**config.mk**
```make
export PLATFORM = sky130hd
export DESIGN_NAME = inst_fetch_buffer
export DESIGN_NICKNAME = d
export VERILOG_FILES = /design/src/rtl/inst_fetch_buffer_pkg.sv /design/src/rtl/fetch_fifo.sv /design/src/rtl/inst_fetch_buffer.sv
export SDC_FILE = /design/constraint.sdc
export NUM_CORES = 1
export LEC_CHECK = 0
export BUFFER_PORTS_ARGS = -buffer_cell sky130_fd_sc_hd__buf_2
export CAP_MARGIN = 30
export CORE_ASPECT_RATIO = 1.75
export CORE_MARGIN = 1
export CORE_UTILIZATION = 40
export DETAILED_ROUTE_END_ITERATION = 12
export GPL_TIMING_DRIVEN = 0
export SLEW_MARGIN = 20
export SYNTH_ARGS = -nofsm -noshare
export SYNTH_HDL_FRONTEND = slang
export SYNTH_HIERARCHICAL = 1
export SYNTH_SLANG_ARGS = --single-unit
```
**constraint.sdc**
```tcl
create_clock -name clk -period 17.52 [get_ports clk]
set_clock_uncertainty 0.05 [all_clocks]
set_input_delay 0 -clock clk [delete_from_list [all_inputs] [get_ports clk]]
set_output_delay 0 -clock clk [all_outputs]
set_load 0.02 [all_outputs]
```
**src/rtl/inst_fetch_buffer_pkg.sv**
```systemverilog
// Shared definitions for the instruction fetch buffer: defaults, FIFO entry
// layout and fetch FSM encoding.
package inst_fetch_buffer_pkg;

  localparam int unsigned DEFAULT_DEPTH    = 4;
  localparam logic [31:0] DEFAULT_RESET_PC = 32'h0000_0000;
  localparam int unsigned ENTRY_W          = 64;

  typedef struct packed {
    logic [31:0] pc;
    logic [31:0] inst;
  } fetch_entry_t;

  typedef enum logic {
    RUN   = 1'b0,
    DRAIN = 1'b1
  } fetch_state_t;

  function automatic logic [31:0] word_align(input logic [31:0] addr);
    return {addr[31:2], 2'b00};
  endfunction

endpackage

```
**src/rtl/fetch_fifo.sv**
```systemverilog
// Synchronous FIFO of {pc, inst} entries with flush, push, pop and occupancy.
// Flush wins over push/pop; push while full is accepted only alongside a pop.
module fetch_fifo
  import inst_fetch_buffer_pkg::*;
#(
  parameter int unsigned DEPTH = DEFAULT_DEPTH
) (
  input  logic                     clk,
  input  logic                     rst,
  input  logic                     flush,
  input  logic                     push,
  input  fetch_entry_t             push_data,
  input  logic                     pop,
  output fetch_entry_t             head_data,
  output logic                     empty,
  output logic [$clog2(DEPTH):0]   count
);

  localparam int unsigned AW = $clog2(DEPTH);
  localparam int unsigned CW = AW + 1;

  logic [ENTRY_W-1:0] mem [DEPTH];
  logic [AW-1:0]      wr_ptr;
  logic [AW-1:0]      rd_ptr;
  logic               full;
  logic               do_push;
  logic               do_pop;

  assign empty     = (count == '0);
  assign full      = (count == CW'(DEPTH));
  assign do_pop    = pop && !empty;
  assign do_push   = push && (!full || do_pop);
  assign head_data = fetch_entry_t'(mem[rd_ptr]);

  always_ff @(posedge clk) begin
    if (!rst) begin
      wr_ptr <= '0;
      rd_ptr <= '0;
      count  <= '0;
      for (int i = 0; i < int'(DEPTH); i++) mem[i] <= '0;
    end else if (flush) begin
      wr_ptr <= '0;
      rd_ptr <= '0;
      count  <= '0;
    end else begin
      if (do_push) begin
        mem[wr_ptr] <= ENTRY_W'(push_data);
        wr_ptr      <= wr_ptr + AW'(1);
      end
      if (do_pop) rd_ptr <= rd_ptr + AW'(1);
      count <= count + CW'(do_push) - CW'(do_pop);
    end
  end

endmodule

```
**src/rtl/inst_fetch_buffer.sv**
```systemverilog
// Instruction fetch front end: issues credit-limited word fetches, buffers
// returned instructions with their pc, and drops stale responses after a redirect.
module inst_fetch_buffer
  import inst_fetch_buffer_pkg::*;
#(
  parameter int unsigned DEPTH    = DEFAULT_DEPTH,
  parameter logic [31:0] RESET_PC = DEFAULT_RESET_PC
) (
  input  logic        clk,
  input  logic        rst,
  input  logic        redirect_valid,
  input  logic [31:0] redirect_pc,
  output logic        mem_req_valid,
  output logic [31:0] mem_req_addr,
  input  logic        mem_req_ready,
  input  logic        mem_rsp_valid,
  input  logic [31:0] mem_rsp_data,
  output logic        inst_valid,
  output logic [31:0] inst_pc,
  output logic [31:0] inst,
  input  logic        inst_ready
);

  localparam int unsigned CW = $clog2(DEPTH) + 1;
  localparam int unsigned SW = CW + 1;

  fetch_state_t  state;
  logic [31:0]   fetch_pc;
  logic [31:0]   rsp_pc;
  logic [CW-1:0] inflight;
  logic [CW-1:0] discard_cnt;
  logic [CW-1:0] fifo_count;
  logic          fifo_empty;
  fetch_entry_t  push_entry;
  fetch_entry_t  head_entry;

  logic          req_accept;
  logic          rsp_ok;
  logic          push;
  logic          pop;
  logic [CW-1:0] inflight_nxt;
  logic [CW-1:0] fifo_count_nxt;
  logic [CW-1:0] discard_calc;
  logic [SW-1:0] credit_sum;

  // Handshakes and next-cycle occupancy used for the fetch credit decision.
  always_comb begin
    req_accept     = mem_req_valid && mem_req_ready;
    rsp_ok         = mem_rsp_valid && (inflight != '0);
    push           = rsp_ok && (state == RUN) && !redirect_valid;
    pop            = inst_valid && inst_ready && !redirect_valid;
    inflight_nxt   = inflight + CW'(req_accept) - CW'(rsp_ok);
    fifo_count_nxt = fifo_count + CW'(push) - CW'(pop);
    credit_sum     = SW'(inflight_nxt) + SW'(fifo_count_nxt);
    discard_calc   = inflight + CW'(mem_req_valid) - CW'(rsp_ok);
  end

  assign push_entry = '{pc: rsp_pc, inst: mem_rsp_data};
  assign inst_valid = !fifo_empty;
  assign inst_pc    = head_entry.pc;
  assign inst       = head_entry.inst;

  fetch_fifo #(.DEPTH(DEPTH)) u_fifo (
    .clk       (clk),
    .rst       (rst),
    .flush     (redirect_valid),
    .push      (push),
    .push_data (push_entry),
    .pop       (pop),
    .head_data (head_entry),
    .empty     (fifo_empty),
    .count     (fifo_count)
  );

  // fetch_pc is the address of the next new request; rsp_pc the pc of the next kept response.
  always_ff @(posedge clk) begin
    if (!rst) begin
      state         <= RUN;
      fetch_pc      <= RESET_PC;
      rsp_pc        <= RESET_PC;
      inflight      <= '0;
      discard_cnt   <= '0;
      mem_req_valid <= 1'b0;
      mem_req_addr  <= '0;
    end else begin
      inflight <= inflight_nxt;

      // An unaccepted request is held untouched, even across a redirect.
      if (!mem_req_valid || mem_req_ready) begin
        if (!redirect_valid && (credit_sum < SW'(DEPTH))) begin
          mem_req_valid <= 1'b1;
          mem_req_addr  <= fetch_pc;
          fetch_pc      <= fetch_pc + 32'd4;
        end else begin
          mem_req_valid <= 1'b0;
        end
      end

      if (redirect_valid) begin
        fetch_pc    <= word_align(redirect_pc);
        rsp_pc      <= word_align(redirect_pc);
        discard_cnt <= discard_calc;
        state       <= (discard_calc != '0) ? DRAIN : RUN;
      end else if (rsp_ok) begin
        if (state == DRAIN) begin
          discard_cnt <= discard_cnt - CW'(1);
          if (discard_cnt == CW'(1)) state <= RUN;
        end else begin
          rsp_pc <= rsp_pc + 32'd4;
        end
      end
    end
  end

endmodule

```
==> impl_metrics.json, run 1 <==
{
  "run_status": "completed",
  "num_io_pins": 168,
  "clockBufferDepth": 3,
  "grt_antenna_before_repair": 0,
  "power.density_cell_area_nw_per_um2": 108,
  "fin_ws_ns": 11.99,
  "p_leak_nw": 7.64,
  "setup-tns-final_ns": 0,
  "slew_violations": 0,
  "count_of_unique_library_cells_instantiated_by_yosys": 57,
  "cts_tree": "done",
  "n_fill_cell": 3643,
  "largest_net_degree_at_the_start_of_global_routing": 37,
  "path_clk_slew_ns": 0.06,
  "detail-route-antenna-nets": 0,
  "htree_num_levels": 2,
  "clock_latency_reported_for_the_late_side_of_the_worst_skew_pair_ns": 0.53,
  "synth.top_cell.area_share": 0.472,
  "drt-vias-per-instance": 5.22,
  "cp-start-kind": "input pin",
  "cts_buffers": 36,
  "final_hold_viol_count": 0,
  "detail_route.first_pass.iterations": 4,
  "grt_pass1_wl_um": 65600,
  "rsz0062_at_grt": "no",
  "period_needed_ns": 5.53,
  "min_path_type": "in -> reg",
  "floorplan.die.height_um": 269,
  "drive_above_1_share": 0.216,
  "seq_area_frac_synth": 0.603,
  "worst_ep_required_time_ns": 17.91,
  "post_synth_instance_area_sq_um": 16300,
  "ctsRootBufferMaster": "sky130_fd_sc_hd__clkbuf_16",
  "final_core_utilization": 0.495,
  "r2r_setup_slack_ns": 12.25,
  "place_worst_setup_slack_ns": 11.88,
  "numPlacedInstances": 1965,
  "gp_congestion": 0.870,
  "globalRoute.totalOverflow": 0,
  "crit_type": "in -> reg",
  "path_max_fanout": 10,
  "worst_slew_margin_relative_to_its_limit": 0.487,
  "synth_top_cells_by_area": "sky130_fd_sc_hd__edfxtp_1, sky130_fd_sc_hd__dfxtp_1, sky130_fd_sc_hd__mux4_2",
  "syn_area_per_cell_sq_um": 12.9,
  "finalNonFillerCells": 2096,
  "drv.max_cap_violation_count": 0,
  "cts_sinks": 363,
  "worstPathArrival_ns": 5.93,
  "totalWireLength_um": 42700,
  "power.ir.vdd_worst_mv": 0.0805,
  "initialDrtViolationCount": 547,
  "grt_pass1_vias": 11800,
  "synth_edf_count": 256,
  "port-buffer-count": 163,
  "floorplan.core_area_sq_um": 40100,
  "synth_warnings": 6,
  "min_period_over_period": 0.316,
  "die_w_um": 155,
  "tightest_slew_ns": 0.763,
  "grt_use_total": 0.209,
  "wl_per_cell_um": 20.4,
  "final_nets": 1663,
  "max_clock_freq_ghz": 0.181,
  "fp.dieArea_sq_um": 41600,
  "drcViolationCount": 0,
  "row_count": 97,
  "synthesis.instances": 1265,
  "detailroute.via_count": 10900,
  "dominantRegCellSynth": "sky130_fd_sc_hd__edfxtp_1",
  "yosys.cell_count.top_type": "sky130_fd_sc_hd__edfxtp_1",
  "async_reset_ff_frac": 0,
  "antenna_cells_inserted": 0,
  "setup_viol_count_final": 0,
  "end_kind": "flip-flop",
  "number_of_flip_flops_and_latches_in_the_synthesized_netlist": 363,
  "place_hpwl_um": 30900,
  "floorplan.initialDensity": 0.407,
  "synthDominantAreaCellType": "sky130_fd_sc_hd__edfxtp_1",
  "report.power.total_w": 0.00214,
  "post_synth_most_frequent_cells": "sky130_fd_sc_hd__edfxtp_1, sky130_fd_sc_hd__and2_1, sky130_fd_sc_hd__dfxtp_1, sky130_fd_sc_hd__nand2_1, sky130_fd_sc_hd__and3_1",
  "layout-area-overhead-vs-synth_pct": 21.7,
  "post_cts_resized": 0
}
-- stage by stage --
stage,hold slack [ns],instance area (sq um)
floorplan,0.145,16300
global placement,0.255,17800
detailed placement,0.263,18100
CTS,0.0798,19800
global route,0.148,19800
finish,0.102,19800
-- power breakdown --
part | internal (W) | switching (W)
Sequential | 0.000979 | 0.0000376
Combinational | 0.000135 | 0.000251
Clock | 0.000416 | 0.000324
Total | 0.00153 | 0.000613
-- logic make-up after synthesis --
group	Yosys count	synth area share
other	1	0.000230
XOR/XNOR	51	0.0274
multiplexers	65	0.0891
AO/OA/AOI/OAI	155	0.0574
AND/OR/NAND/NOR	495	0.178
flip-flops	363	0.603
buffers and inverters	117	0.0292
adder cells (fa/ha/maj)	18	0.0157
-- sequential cells by signal (all words and copies together), names as in the netlist, named ones only --
register,cells
state,1
inflight,3
discard_cnt,3
mem_req_valid,1
rsp_pc,30
mem_req_addr,30
u_fifo/rd_ptr,2
u_fifo/wr_ptr,2
u_fifo/count,3
fetch_pc,30
u_fifo/mem,256
-- repair_timing --
| action | in CTS | in global routing |
|---|---|---|
| hold buffers | 66 | 0 |
| hold endpoints to repair | 199 | 0 |
| buffers inserted | 0 | 0 |
-- path summary, 6_finish.rpt --
kind	to	cells after the start	startpoint
setup / recovery	fetch_pc[26]$_SDFFE_PN0P_	20	redirect_valid
hold / removal	flip-flop	5	inst_ready
setup reg to reg	fetch_pc[26]$_SDFFE_PN0P_	18	inflight[1]$_SDFF_PN0_
hold reg to reg	mem_req_addr[28]$_SDFFE_PN0P_	2	mem_req_addr[28]$_SDFFE_PN0P_
-- area by class of cell --
cell class,count,area [sq um],share of cell area
Timing Repair Buffer,263,1770,0.0890
Buffer,85,355,0.0179
Sequential cell,363,9830,0.495
Multi-Input combinational cell,794,6060,0.305
Clock buffer,45,956,0.0482
Inverter,32,120,0.00605
Tap cell,495,619,0.0312
Clock inverter,19,134,0.00675
-- cell usage in the layout, fill, tap and decap left out, drive strengths merged, types with 19 or more instances in the layout --
cell,n
edfxtp,256
a21boi,31
clkinv,19
dlygate4sd3,66
inv,30
and2,197
dfxtp,107
nand4,21
and3,72
o21ai,42
xnor2,36
nand2,92
clkbuf,117
mux4,64
a21oi,50
buf,210
-- metal layers --
| metal | up-vias | global-route usage | part of all wire |
|---|---|---|---|
| li1 | 5256 | - | - |
| met1 | 5334 | 0.212 | 0.37 |
| met2 | 267 | 0.420 | 0.56 |
| met3 | 92 | 0.0276 | 0.033 |
| met4 | 0 | 0.0915 | 0.037 |
| met5 | - | 0 | 0 |
-- critical path, cell delays in order --
cell                            delay (ns)
sky130_fd_sc_hd__dlygate4sd3_1        0.51
sky130_fd_sc_hd__buf_2                0.20
sky130_fd_sc_hd__clkbuf_1             0.41
sky130_fd_sc_hd__clkinv_1             0.46
sky130_fd_sc_hd__clkbuf_1             0.43
sky130_fd_sc_hd__and3_1               0.35
sky130_fd_sc_hd__ha_1                 0.30
sky130_fd_sc_hd__inv_1                0.04
sky130_fd_sc_hd__ha_1                 0.17
sky130_fd_sc_hd__fa_1                 0.37
sky130_fd_sc_hd__xnor2_1              0.18
sky130_fd_sc_hd__xnor2_1              0.16
sky130_fd_sc_hd__ha_1                 0.25
sky130_fd_sc_hd__or2_1                0.23
sky130_fd_sc_hd__or4b_1               0.47
sky130_fd_sc_hd__buf_2                0.19
sky130_fd_sc_hd__or4_1                0.47
sky130_fd_sc_hd__buf_2                0.18
sky130_fd_sc_hd__or3_1                0.35
sky130_fd_sc_hd__a31oi_1              0.19
(Power assumes the default switching activity.)
==> run 2: changes to the inputs <==
==> constraint.sdc (replaced) <==
create_clock -name clk -period 5.7 [get_ports clk]
set_clock_uncertainty 0.05 [all_clocks]
set_input_delay 0 -clock clk [delete_from_list [all_inputs] [get_ports clk]]
set_output_delay 0 -clock clk [all_outputs]
set_load 0.02 [all_outputs]
==> run 2 against run 1 <==
Highest routed layer unchanged. First-iteration DRC count rose by 0.37%. Clock power rose to 3.2 times the previous value. Via count barely moved. Sequential share of layout area fell by 0.29 points. Critical path depth fell by 2. Sequential power rose to 3.1 times the previous value. Die area did not move. Critical endpoint is now fetch_pc[23]$_SDFFE_PN0P_. Power rose to 3.1 times the previous value. Count of clock-buffer cells in the layout fell by 1. Hold slack improved by 0.0073 ns. Register-to-register slack got worse by 12 ns. Core utilization rose by 0.30 points.
==> impl_metrics.json, run 2 (synthesis gave the netlist of run 1 again) <==
{
  "clock_latency_reported_for_the_late_side_of_the_worst_skew_pair_ns": 0.52,
  "worst_ep_required_time_ns": 6.09,
  "cp-start-kind": "flip-flop",
  "largest_net_degree_at_the_start_of_global_routing": 39,
  "largest_reg_flops": 256,
  "timing.critical_path.to": "fetch_pc[23]$_SDFFE_PN0P_",
  "min_period_over_period": 0.931,
  "worstPathArrival_ns": 5.70,
  "clockBufferDepth": 3,
  "globalRoute.totalOverflow": 0,
  "r2r_setup_slack_ns": 0.39,
  "layout.cell_area.non_filler_sq_um": 20000,
  "drive_above_1_share": 0.214,
  "die_w_um": 155,
  "initialDrtViolationCount": 549,
  "antenna_cells_inserted": 0,
  "totalWireLength_um": 42200,
  "worst_path_most_repeated_cell": "sky130_fd_sc_hd__ha_1",
  "path_max_fanout": 10,
  "cts_tree": "done",
  "htree_num_levels": 2,
  "detail-route-antenna-nets": 0,
  "rsz0062_at_grt": "no",
  "floorplan.core_area_sq_um": 40100,
  "drcViolationCount": 0,
  "placed_cell_area_sq_um": 18100,
  "slowest_delay_ns": 0.51,
  "critical_path.startpoint": "inflight[1]$_SDFF_PN0_",
  "grt_antenna_before_repair": 0,
  "critical_path.reg2reg.endpoint": "fetch_pc[23]$_SDFFE_PN0P_",
  "critical_path_cell_list": "or3_1 > and3b_1 > clkbuf_1 > nand2_1 > ha_1 > inv_1 > ha_1 > fa_1 > xnor2_1 > xnor2_1 > ha_1 > or2_1 > or4b_1 > buf_2 > or3_1 > clkbuf_2 > or4_1 > a31oi_1",
  "tightest_slew_ns": 0.819,
  "crit_type": "reg -> reg",
  "min_path_type": "in -> reg",
  "grt_pass1_vias": 11500,
  "num_io_pins": 168,
  "floorplan.die.height_um": 269,
  "slew_violations": 0,
  "gp_congestion": 0.814,
  "ff2ff_path_depth": 18,
  "end_kind": "flip-flop",
  "max_clock_freq_ghz": 0.188,
  "row_count": 97,
  "wl_per_cell_um": 20.2,
  "critical_path.reg2reg.startpoint": "inflight[1]$_SDFF_PN0_",
  "final_common_cell": "sky130_fd_sc_hd__edfxtp_1",
  "power.density_cell_area_nw_per_um2": 335,
  "port-buffer-count": 163,
  "floorplan.initialDensity": 0.407,
  "holdCritStartpoint": "inst_ready",
  "final_hold_viol_count": 0,
  "final_nets": 1651,
  "drv.max_cap_violation_count": 0,
  "report.power.total_w": 0.00668,
  "registers.top_by_ff_count": "u_fifo/mem",
  "power.ir.vdd_worst_mv": 0.239,
  "fp.dieArea_sq_um": 41600,
  "cts_sinks": 363,
  "drt-vias-per-instance": 5.26,
  "cts_buffers": 35,
  "setup_viol_count_final": 0,
  "p_leak_nw": 7.66,
  "ctsRootBufferMaster": "sky130_fd_sc_hd__clkbuf_16",
  "run_status": "completed",
  "grt_use_total": 0.206,
  "path_clk_slew_ns": 0.07,
  "detail_route.first_pass.iterations": 5,
  "detailroute.via_count": 11000,
  "place_hpwl_um": 30800,
  "critical_path_slowest_stage_cell": "sky130_fd_sc_hd__or4_1",
  "grt_pass1_wl_um": 64300,
  "worst_slew_margin_relative_to_its_limit": 0.450,
  "n_fill_cell": 3538,
  "layout.cells.most_common_list": "sky130_fd_sc_hd__edfxtp_1, sky130_fd_sc_hd__and2_1, sky130_fd_sc_hd__buf_2",
  "period_needed_ns": 5.31,
  "layout-area-overhead-vs-synth_pct": 22.5
}
[run 2: changes by cell type in the layout (fill, tap and decap cells not counted), moves of 2 or more]
cell and delta:
sky130_fd_sc_hd__o41ai_4 +2, sky130_fd_sc_hd__buf_6 +14, sky130_fd_sc_hd__buf_16 +2, sky130_fd_sc_hd__buf_4 -8, sky130_fd_sc_hd__bufinv_16 +2, sky130_fd_sc_hd__buf_2 -17
sky130_fd_sc_hd__clkbuf_1 -3, sky130_fd_sc_hd__o41ai_2 -2, sky130_fd_sc_hd__clkinv_1 -3
[run 2: through the flow]
step	utilization	cells	setup TNS (ns)	hold slack [ns]	worst slack, ns
after floorplan	-	1274	-31.11	0.145	-0.243
after global placement	0.444	1932	-802.02	0.256	-4.52
after detailed placement	0.453	1954	-0.0829	0.262	-0.0829
after CTS	0.498	2083	0	0.0820	0.194
after global routing	0.498	2084	0	0.106	0.0328
final	0.498	2084	0	0.110	0.391
[run 2: repair_timing]
action,4_1_cts,5_1_grt
gates resized for setup,0,2
endpoints found under the setup margin,0,1
buffers inserted,0,0
hold endpoints to repair,203,0
hold buffers,66,0
[run 2: where the power goes]
part / switching, W / internal (W)
sequential: 0.000114 / 0.00301
clock: 0.000976 / 0.00138
combinational: 0.000782 / 0.000422
total: 0.00187 / 0.00481
[run 2: area by class of cell]
| type | count | area (sq um) | area share |
|---|---|---|---|
| Inverter | 32 | 120 | 0.00602 |
| Timing Repair Buffer | 252 | 1800 | 0.0901 |
| Sequential cell | 363 | 9830 | 0.492 |
| Buffer | 85 | 357 | 0.0179 |
| Clock inverter | 19 | 190 | 0.00953 |
| Clock buffer | 44 | 962 | 0.0482 |
| Multi-Input combinational cell | 794 | 6080 | 0.305 |
| Tap cell | 495 | 619 | 0.0310 |
[run 2: critical path: cells and delay by family (launching register included)]
family / cells / cell delay, ns
buffers and inverters: 4 / 0.84
adder cells (fa/ha/maj): 4 / 1.18
XOR/XNOR: 2 / 0.35
AO/OA/AOI/OAI: 1 / 0.17
flip-flops: 1 / 0.43
AND/OR/NAND/NOR: 7 / 2.23
[run 2: how the worst min path moves through the flow]
stage | slack, ns | depth (start not counted) | endpoint
after CTS | 0.08 | 3 | u_fifo/mem[3][50]$_DFFE_PP_
after floorplan | 0.15 | 2 | rsp_pc[8]$_SDFFE_PN0P_
after detailed placement | 0.26 | 2 | u_fifo/mem[1][30]$_SDFFCE_PN0P_
after global routing | 0.11 | 3 | u_fifo/mem[3][50]$_DFFE_PP_
final | 0.11 | 5 | u_fifo/rd_ptr[1]$_SDFFE_PP0N_
after global placement | 0.26 | 2 | u_fifo/mem[2][12]$_SDFFCE_PN0P_
[run 2: metal layers]
| layer | global-route usage | routed length, um |
|---|---|---|
| met5 | 0 | 0 |
| met4 | 0.102 | 1900 |
| met3 | 0.0257 | 1610 |
| met2 | 0.411 | 23700 |
| met1 | 0.207 | 15000 |
==> run 3: changes to the inputs <==
--- a/config.mk
+++ b/config.mk
@@ -6,12 +6,12 @@
 export NUM_CORES = 1
 export LEC_CHECK = 0
 export BUFFER_PORTS_ARGS = -buffer_cell sky130_fd_sc_hd__buf_2
-export CAP_MARGIN = 30
 export CORE_ASPECT_RATIO = 1.75
 export CORE_MARGIN = 1
-export CORE_UTILIZATION = 40
+export CORE_UTILIZATION = 59
 export DETAILED_ROUTE_END_ITERATION = 12
 export GPL_TIMING_DRIVEN = 0
+export PLACE_DENSITY = 0.8
 export SLEW_MARGIN = 20
 export SYNTH_ARGS = -nofsm -noshare
 export SYNTH_HDL_FRONTEND = slang
==> run 3 against run 2 <==
Sequential share of layout area is 0.72 points higher. Power is 1.4% lower. Register-to-register slack better by 0.05 ns. Highest routed layer unchanged. Hold slack worse by 0.020 ns. Via count is 2.9% higher. Design area is 1.4% lower. Final cell count is 6.6% lower. Core utilization is 22 points higher. Setup slack better by 0.050 ns.
==> impl_metrics.json, run 3 (synthesis gave the netlist of run 1 again) <==
{
  "cts_buffers": 31,
  "setup_viol_count_final": 0,
  "clockBufferDepth": 3,
  "wl_per_cell_um": 20.7,
  "cts_sinks": 363,
  "gp_congestion": 0.923,
  "finalNonFillerCells": 1946,
  "min_delay_worst_endpoint": "u_fifo/rd_ptr[0]$_SDFFE_PP0N_",
  "layout.cell_area.non_filler_sq_um": 19700,
  "htree_num_levels": 1,
  "path_clk_slew_ns": 0.07,
  "initialDrtViolationCount": 796,
  "ff2ff_path_depth": 18,
  "critical_path.reg2reg.endpoint": "fetch_pc[26]$_SDFFE_PN0P_",
  "met3_length_um": 2080,
  "p_leak_nw": 7.57,
  "period_needed_ns": 5.26,
  "rsz0062_at_grt": "no",
  "holdCritStartpoint": "inst_ready",
  "place_hpwl_um": 27500,
  "drive_above_1_share": 0.214,
  "row_count": 80,
  "registers.top_by_ff_count": "u_fifo/mem",
  "worstPathArrival_ns": 5.70,
  "layout-area-overhead-vs-synth_pct": 20.7,
  "detailroute.wirelength.met2_um": 22500,
  "floorplan.initialDensity": 0.599,
  "layout.cells.most_common_list": "sky130_fd_sc_hd__edfxtp_1, sky130_fd_sc_hd__and2_1, sky130_fd_sc_hd__buf_2",
  "final_common_cell": "sky130_fd_sc_hd__edfxtp_1",
  "totalWireLength_um": 40300,
  "drv.max_cap_violation_count": 0,
  "detailroute.via_count": 11300,
  "detail_route.first_pass.iterations": 7,
  "placed_cell_area_sq_um": 17900,
  "cp-start-kind": "flip-flop",
  "crit_type": "reg -> reg",
  "clock_latency_reported_for_the_late_side_of_the_worst_skew_pair_ns": 0.57,
  "floorplan.core_area_sq_um": 27200,
  "critical_path.reg2reg.startpoint": "inflight[1]$_SDFF_PN0_",
  "power.density_cell_area_nw_per_um2": 335,
  "met1_routed_wirelength_after_detailed_routing_um": 13800,
  "tightest_slew_ns": 0.831,
  "power.ir.vdd_worst_mv": 0.352,
  "path_max_fanout": 10,
  "run_status": "completed",
  "antenna_cells_inserted": 0,
  "final_nets": 1643,
  "min_path_type": "in -> reg",
  "min_period_over_period": 0.923,
  "globalRoute.totalOverflow": 0,
  "hold_path_depth": 4,
  "grt_pass1_wl_um": 63000,
  "top_layer_used": "met4",
  "grt_antenna_before_repair": 0,
  "end_kind": "flip-flop",
  "finalHoldWorstSlack_ns": 0.0897,
  "n_fill_cell": 1878,
  "numPlacedInstances": 1826,
  "grt_pass1_vias": 11800,
  "floorplan.die.height_um": 222,
  "max_clock_freq_ghz": 0.190,
  "ctsRootBufferMaster": "sky130_fd_sc_hd__clkbuf_16",
  "drcViolationCount": 0,
  "worst_slew_margin_relative_to_its_limit": 0.444,
  "fp.dieArea_sq_um": 28300,
  "num_io_pins": 168,
  "r2r_setup_slack_ns": 0.44,
  "detail-route-antenna-nets": 0,
  "grt_use_total": 0.293,
  "largest_reg_flops": 256,
  "cts_tree": "done",
  "largest_net_degree_at_the_start_of_global_routing": 34,
  "port-buffer-count": 163,
  "slew_violations": 0,
  "worst_ep_required_time_ns": 6.15,
  "drt-vias-per-instance": 5.80,
  "final_hold_viol_count": 0,
  "die_w_um": 128
}
==> run 3: what timing repair did <==
| item | CTS | global route |
|---|---|---|
| gates resized for setup | 0 | 2 |
| endpoints found under the setup margin | 0 | 12 |
| hold buffers | 66 | 0 |
| endpoints found under the hold margin | 203 | 0 |
| setup buffers | 0 | 0 |
==> run 3: layout make-up <==
type | count | area, sq um | area share
Multi-Input combinational cell | 794 | 6090 | 0.309
Tap cell | 369 | 462 | 0.0235
Clock inverter | 23 | 313 | 0.0159
Inverter | 32 | 124 | 0.00630
Sequential cell | 363 | 9830 | 0.500
Buffer | 84 | 352 | 0.0179
Clock buffer | 32 | 779 | 0.0396
Timing Repair Buffer | 249 | 1730 | 0.0877
==> run 3: layer usage <==
layer	vias up	track usage
met3	108	0.0326
met2	459	0.561
li1	5226	-
met5	-	0
met1	5485	0.307
met4	0	0.155
==> run 3: worst max-delay path, stage by stage (launching register included) <==
cell	delay (ns)
sky130_fd_sc_hd__dfxtp_1	0.43
sky130_fd_sc_hd__or3_1	0.18
sky130_fd_sc_hd__and3b_1	0.25
sky130_fd_sc_hd__clkbuf_1	0.40
sky130_fd_sc_hd__nand2_1	0.26
sky130_fd_sc_hd__ha_1	0.35
sky130_fd_sc_hd__inv_1	0.04
sky130_fd_sc_hd__ha_1	0.18
sky130_fd_sc_hd__fa_1	0.37
sky130_fd_sc_hd__xnor2_1	0.18
sky130_fd_sc_hd__xnor2_1	0.14
sky130_fd_sc_hd__ha_1	0.24
sky130_fd_sc_hd__or2_1	0.24
sky130_fd_sc_hd__or4b_1	0.47
sky130_fd_sc_hd__buf_2	0.19
sky130_fd_sc_hd__or4_1	0.47
sky130_fd_sc_hd__buf_2	0.18
sky130_fd_sc_hd__or3_1	0.36
sky130_fd_sc_hd__a31oi_1	0.19
==> run 3: report_power, final <==
part / switching (W) / internal, W / total (W)
logic: 0.000768 / 0.000414 / 0.00118
clock network: 0.000961 / 0.00132 / 0.00228
registers: 0.000121 / 0.00301 / 0.00313
total: 0.00185 / 0.00474 / 0.00659
==> run 3: per-stage QoR <==
step / util / TNS, ns / setup WS, ns / total power (W)
floorplan: - / -31.11 / -0.243 / 0.00389
global placement: 0.647 / -641.55 / -3.63 / 0.00426
detailed placement: 0.658 / 0 / 0.0891 / 0.00431
CTS: 0.722 / 0 / 0.118 / 0.00660
global route: 0.723 / 0 / 0.191 / 0.00684
finish: 0.723 / 0 / 0.441 / 0.00659
==> run 3: worst max-delay path by stage <==
stage	depth (start not counted)	slack, ns	to	startpoint
4_1_cts	19	0.12	fetch_pc[31]$_SDFFE_PN0P_	redirect_valid
6_report	18	0.44	fetch_pc[26]$_SDFFE_PN0P_	inflight[1]$_SDFF_PN0_
2_1_floorplan	10	-0.24	u_fifo/mem[0][0]$_SDFFCE_PN0P_	inflight[1]$_SDFF_PN0_
3_3_place_gp	10	-3.63	u_fifo/mem[2][27]$_SDFFCE_PN0P_	redirect_valid
5_1_grt	18	0.19	fetch_pc[23]$_SDFFE_PN0P_	inflight[1]$_SDFF_PN0_
3_5_place_dp	18	0.09	fetch_pc[31]$_SDFFE_PN0P_	redirect_valid
